--- src/rtl/mem_scan_pkg.sv ---
// Shared types and default sizing for the memory scan controller.
// Optional looping mode is selected with MEM_SCAN_WRAP_EN (see mem_scan_ctrl).
package mem_scan_pkg;

    localparam int MEM_DEPTH = 16;
    localparam int MEM_AW    = 4;
    localparam int MEM_DW    = 8;

    typedef enum logic [1:0] {
        IDLE,
        RESTART,
        WAIT,
        ADVANCE
    } scan_state_t;

endpackage

--- src/rtl/edge_rise_det.sv ---
// Registered rising-edge detector: rise is high in the first cycle sig_in
// is seen high after being low at the previous clock edge.
module edge_rise_det (
    input  logic clk,
    input  logic reset,
    input  logic sig_in,
    output logic rise
);

    logic sig_d;
    logic sig_q;

    always_comb begin
        sig_d = sig_in;
    end

    always_ff @(posedge clk or posedge reset) begin
        if (reset) begin
            sig_q <= 1'b0;
        end else begin
            sig_q <= sig_d;
        end
    end

    assign rise = sig_in & ~sig_q;

endmodule

--- src/rtl/mem_scan_ctrl.sv ---
// Register-file memory written from switches and scanned one entry per
// timer expiry. Define MEM_SCAN_WRAP_EN to loop the scan continuously.
module mem_scan_ctrl
    import mem_scan_pkg::*;
#(
    parameter int DEPTH = MEM_DEPTH,
    parameter int AW    = MEM_AW,
    parameter int DW    = MEM_DW
) (
    input  logic          clk,
    input  logic          reset,
    input  logic          wr_en,
    input  logic [AW-1:0] wr_addr,
    input  logic [DW-1:0] wr_data,
    input  logic          scan_start,
    input  logic          timeout,
    output logic          timer_restart,
    output logic [AW-1:0] rd_addr,
    output logic [DW-1:0] rd_data,
    output logic          scanning,
    output logic          done
);

    scan_state_t   state_q;
    scan_state_t   state_d;
    logic [AW-1:0] rd_addr_q;
    logic [AW-1:0] rd_addr_d;
    logic [DW-1:0] rd_data_q;
    logic [DW-1:0] rd_data_d;
    logic [DW-1:0] mem_q [DEPTH];
    logic [DW-1:0] mem_d [DEPTH];
    logic          tmo_rise;
    logic          last_addr;

    // Only a fresh expiry edge counts; the sticky timeout level is ignored.
    edge_rise_det u_tmo_edge (
        .clk    (clk),
        .reset  (reset),
        .sig_in (timeout),
        .rise   (tmo_rise)
    );

    assign last_addr = (rd_addr_q == AW'(DEPTH - 1));

    // Read data looks at the post-write memory image so a write to the
    // displayed address shows up without an extra cycle of stale data.
    always_comb begin
        mem_d = mem_q;
        if (wr_en) begin
            mem_d[wr_addr] = wr_data;
        end
        rd_data_d = mem_d[rd_addr_q];
    end

    always_ff @(posedge clk or posedge reset) begin
        if (reset) begin
            for (int i = 0; i < DEPTH; i++) begin
                mem_q[i] <= '0;
            end
            rd_data_q <= '0;
        end else begin
            mem_q     <= mem_d;
            rd_data_q <= rd_data_d;
        end
    end

    always_ff @(posedge clk or posedge reset) begin
        if (reset) begin
            state_q   <= IDLE;
            rd_addr_q <= '0;
        end else begin
            state_q   <= state_d;
            rd_addr_q <= rd_addr_d;
        end
    end

    always_comb begin
        state_d   = state_q;
        rd_addr_d = rd_addr_q;
        case (state_q)
            IDLE: begin
                if (scan_start) begin
                    rd_addr_d = '0;
                    state_d   = RESTART;
                end
            end
            RESTART: begin
                state_d = WAIT;
            end
            WAIT: begin
                // A restart request takes priority over a coincident expiry.
                if (scan_start) begin
                    rd_addr_d = '0;
                    state_d   = RESTART;
                end else if (tmo_rise) begin
                    state_d = ADVANCE;
                end
            end
            ADVANCE: begin
                if (last_addr) begin
`ifdef MEM_SCAN_WRAP_EN
                    rd_addr_d = '0;
                    state_d   = RESTART;
`else
                    state_d   = IDLE;
`endif
                end else begin
                    rd_addr_d = rd_addr_q + AW'(1);
                    state_d   = RESTART;
                end
            end
            default: begin
                state_d = IDLE;
            end
        endcase
    end

    always_comb begin
        timer_restart = 1'b0;
        scanning      = 1'b0;
        done          = 1'b0;
        case (state_q)
            RESTART: begin
                timer_restart = 1'b1;
                scanning      = 1'b1;
            end
            WAIT: begin
                scanning = 1'b1;
            end
            ADVANCE: begin
                scanning = 1'b1;
                done     = last_addr;
            end
            default: begin
                scanning = 1'b0;
            end
        endcase
    end

    assign rd_addr = rd_addr_q;
    assign rd_data = rd_data_q;

endmodule

--- config.mk ---
export PLATFORM = sky130hd
export DESIGN_NAME = mem_scan_ctrl
export DESIGN_NICKNAME = d
export VERILOG_FILES = /design/src/rtl/mem_scan_pkg.sv /design/src/rtl/edge_rise_det.sv /design/src/rtl/mem_scan_ctrl.sv
export SDC_FILE = /design/constraint.sdc
export NUM_CORES = 1
export LEC_CHECK = 0
export ABC_AREA = 1
export CAP_MARGIN = 20
export CORE_ASPECT_RATIO = 0.8
export CORE_MARGIN = 2
export CORE_UTILIZATION = 55
export DETAILED_ROUTE_END_ITERATION = 12
export GPL_TIMING_DRIVEN = 0
export PLACE_DENSITY = 0.76
export SYNTH_ARGS = -nofsm -noshare
export SYNTH_HDL_FRONTEND = slang
export SYNTH_SLANG_ARGS = --single-unit
--- constraint.sdc ---
create_clock -name clk -period 5.9 [get_ports clk]
set_clock_uncertainty 0.1 [all_clocks]
set_input_delay 1.475 -clock clk [delete_from_list [all_inputs] [get_ports clk]]
set_output_delay 1.475 -clock clk [all_outputs]
set_load 0.05 [all_outputs]
==> flow_results.org <==
** Outcome
- The run finished with clean final reports.

** Finish
- Area growth from synthesis to layout :: 15.5%
- Fill cells in the final layout number roughly 1000.
- Layout net count :: ~1000
- 0 antenna diodes ended up in the layout.
- Proportion of layout cells with a drive suffix above 1 :: 5.23%
- Area of all placed cells without fillers :: just over 8000 sq um

** Timing
- Tightest Pin Transition :: a little over 800 ps
- Min Tclk post-route :: 3830 ps
- Post-route clock period utilization :: between 60% and 70%
- The number of failing hold endpoints at the final stage is 0.
- After layout, the worst setup slack is 2070 ps.
- Maximum frequency from static timing analysis :: approximately 260 MHz
- Setup violations remaining at the end of the flow were counted as 0.
- The final max-slew violation count was 0.
- For the final routed database, the setup TNS stands at 0 ps.
- RSZ-0062 raised after global routing :: false
- Headroom to the max-slew limit came out at around 45%.

** Global route
- GR Overflow Total :: 0
- Pin count of the biggest net entering global routing :: roughly 100
- The first global-routing pass estimated 33.2 mm of wire.
- The via count of the first global-routing pass is ~6300.
- All-Layer GR Usage :: between 30% and 40%
- The number of antenna violations at the first check in global routing came to 0.

** Routing
- DRT iter0 DRCs :: around 850
- The detail route stage leaves a number of antenna-violating nets equal to 0.
- Using the TritonRoute via totals, the vias-per-cell ratio works out to 5.84.
- Number of vias after detailed routing :: between 6000 and 7000
- Routed wire length :: roughly 21 mm
- Detail-routed net length per standard cell :: between 15 and 20 microns
- The first TritonRoute pass finished after 6 iterations.
- After detailed routing, the number of remaining DRC violations is 0.

** Clock network
- # clock sinks :: between 100 and 150
- Number of levels the H-tree was split into :: 4
- Register clock-pin slew on the reported worst setup and hold paths :: about 60 ps
- Number of instances resized during post-cts repair :: 0
- TritonCTS built the clock tree.
- Clock latency on the worst-skew pair :: roughly 440 ps
- Counting the buffers created by CTS gives 17.
- Buffer type at the clock tree root :: sky130_fd_sc_hd__clkbuf_16
- Maximum clock insertion buffer count :: 2
- Hold buffer count at cts :: 0
- The number of setup buffers added after CTS is 0.

** Setup path
- CP Data Required Time :: 4320 ps
- Type of the setup path with the least slack :: flip-flop to output pin
- Worst path arrival time :: between 2000 and 2500 ps
- Sort of element at the start of the critical path :: flip-flop
- STA classifies the critical path endpoint as an output pin.
- Along the worst path, the maximum fanout reaches 9.

** Yosys
- Area of the mapped netlist :: between 6000 and 7000 sq um
- Sequential-to-total area share from yosys stat :: roughly half
- During synthesis, Yosys emitted a total of 0 warnings.
- Synth Register Bits :: 143
- A synthesized cell averages roughly 7.4 sq um.
- Count of mapped cells out of synthesis :: around 940
- Net count after synthesis :: ~960
- Count of distinct cell types in the synthesized netlist :: 17

** Power and ir drop
- Leakage power of the design :: 4.27 nW
- For this design the ratio of total power to cell area is between 400 and 500 nW/um^2.
- IR analysis of the VDD net gives a maximum drop of 0.267 mV.

** Place
- Pre-CTS worst setup slack :: 1960 ps
- The count of buffers added on input and output ports is 22.
- Weighted congestion at the end of routability-driven global placement :: between 0.9 and 1
- After detailed placement, the total cell area comes to around 7500 sq um.
- Detailed-placement wirelength estimate :: about 14 mm

** Floorplan
- The die covers ~14000 sq um.
- Horizontal extent of the die :: 130 microns
- Row count :: 36
- The core region is roughly 12000 sq um.
- 32 I/O pins were placed.
- Starting density of the core :: 56.8%
- Height of the chip :: 105 microns

** Hold path
- The worst hold path belongs to the class flip-flop to flip-flop.

** Flow run
- Max-cap violations in this run came to 0.
state kept, by name, indices dropped and copies added (netlist names):
name and count:
mem_q 128, rd_addr 4, u_tmo_edge.sig_q 1, rd_data 8
state_q 2
critical path: stages (launching register included):
cell	delay, ps
sky130_fd_sc_hd__dfrtp_1	430
sky130_fd_sc_hd__nand2_1	120
sky130_fd_sc_hd__clkinv_1	290
sky130_fd_sc_hd__nand2_1	210
sky130_fd_sc_hd__nor2_1	60
sky130_fd_sc_hd__clkdlybuf4s50_1	700
power by group:
group | leakage (nW) | internal [mW] | switching, mW
clock network | 0.308 | 0.704 | 0.419
logic | 2.15 | 0.370 | 0.875
registers | 1.82 | 1.20 | 0.0659
area by class of cell:
cell class	instances	area [sq um]	area share [%]
timing repair buffer	23	248	3.07
buffer	50	204	2.53
multi-input combinational	717	3100	38.4
clock buffer	21	480	5.95
inverter	29	114	1.41
sequential	143	3580	44.3
clock inverter	11	136	1.69
tap	171	214	2.65
stage by stage:
stage,std cells,hold WS [ps],power [mW],utilization (%)
2_1_floorplan,939,337,2.09,-
3_3_place_gp,1132,348,2.46,60.3
3_5_place_dp,1133,353,2.48,60.6
4_1_cts,1165,368,3.60,65.6
5_1_grt,1165,377,3.80,65.6
6_report,1165,365,3.63,65.6
cell usage after synthesis:
cell type                  number  share of area (%)
sky130_fd_sc_hd__nand2_1      419                 23
sky130_fd_sc_hd__nand3_1      233                 17
sky130_fd_sc_hd__dfrtp_1      143                 51
sky130_fd_sc_hd__nand4_1       33                3.0
sky130_fd_sc_hd__clkbuf_1      26                1.4
sky130_fd_sc_hd__inv_1         24                1.3
sky130_fd_sc_hd__nor2_1        19                1.0
sky130_fd_sc_hd__buf_1         13               0.70
sky130_fd_sc_hd__buf_2         10               0.72
sky130_fd_sc_hd__nor2_2         5               0.45
sky130_fd_sc_hd__clkinv_1       3               0.16
sky130_fd_sc_hd__nor3_1         3               0.21
sky130_fd_sc_hd__o21ai_0        3               0.21
sky130_fd_sc_hd__inv_2          2               0.11
sky130_fd_sc_hd__a21oi_1        1              0.072
sky130_fd_sc_hd__buf_4          1               0.11
sky130_fd_sc_hd__ha_1           1               0.18
final timing paths:
| check | slack [ps] | end | startpoint | cells past startpoint |
|---|---|---|---|---|
| max in group asynchronous | 3550 | mem_q[74]$_DFF_PP0_ | reset | 3 |
| min | 360 | mem_q[35]$_DFF_PP0_ | mem_q[35]$_DFF_PP0_ | 2 |
| max | 2070 | done | rd_addr[2]$_DFFE_PP0P_ | 5 |
| min reg2reg | 360 | mem_q[35]$_DFF_PP0_ | mem_q[35]$_DFF_PP0_ | 2 |
| max reg2reg | 3310 | rd_data[7]$_DFF_PP0_ | rd_addr[0]$_DFFE_PP0P_ | 8 |
| min in group asynchronous | 1320 | mem_q[11]$_DFF_PP0_ | reset | 2 |
cell usage in the layout (no fill, tap or decap), types with 4 or more instances in the layout:
| cell type | count |
|---|---|
| sky130_fd_sc_hd__buf_1 | 13 |
| sky130_fd_sc_hd__buf_2 | 10 |
| sky130_fd_sc_hd__clkbuf_1 | 26 |
| sky130_fd_sc_hd__clkbuf_16 | 17 |
| sky130_fd_sc_hd__clkbuf_8 | 4 |
| sky130_fd_sc_hd__clkdlybuf4s50_1 | 22 |
| sky130_fd_sc_hd__clkinv_2 | 6 |
| sky130_fd_sc_hd__dfrtp_1 | 143 |
| sky130_fd_sc_hd__inv_1 | 23 |
| sky130_fd_sc_hd__nand2_1 | 419 |
| sky130_fd_sc_hd__nand3_1 | 233 |
| sky130_fd_sc_hd__nand4_1 | 33 |
| sky130_fd_sc_hd__nor2_1 | 19 |
| sky130_fd_sc_hd__nor2_2 | 5 |
routing by layer:
metal / share of wire [%] / wire length (microns) / track usage [%] / vias to the layer above
met3: 10 / 2180 / 9.22 / 53
met4: 2.7 / 575 / 13.1 / 0
met5: 0 / 0 / 0 / -
met1: 44 / 9260 / 48.9 / 3211
met2: 43 / 8970 / 44.4 / 363
li1: - / - / - / 3171
cells by family (layout without fill, tap and decap cells):
| kind of cell | count (synthesis) | after routing | synth area share, % |
|---|---|---|---|
| flops | 143 | 143 | 51.2 |
| fa+ha+maj | 1 | 1 | 0.179 |
| simple gates | 712 | 712 | 43.8 |
| compound gates | 4 | 4 | 0.286 |
| buf+inv | 79 | 134 | 4.48 |
Power figures use the tool's default switching activity.
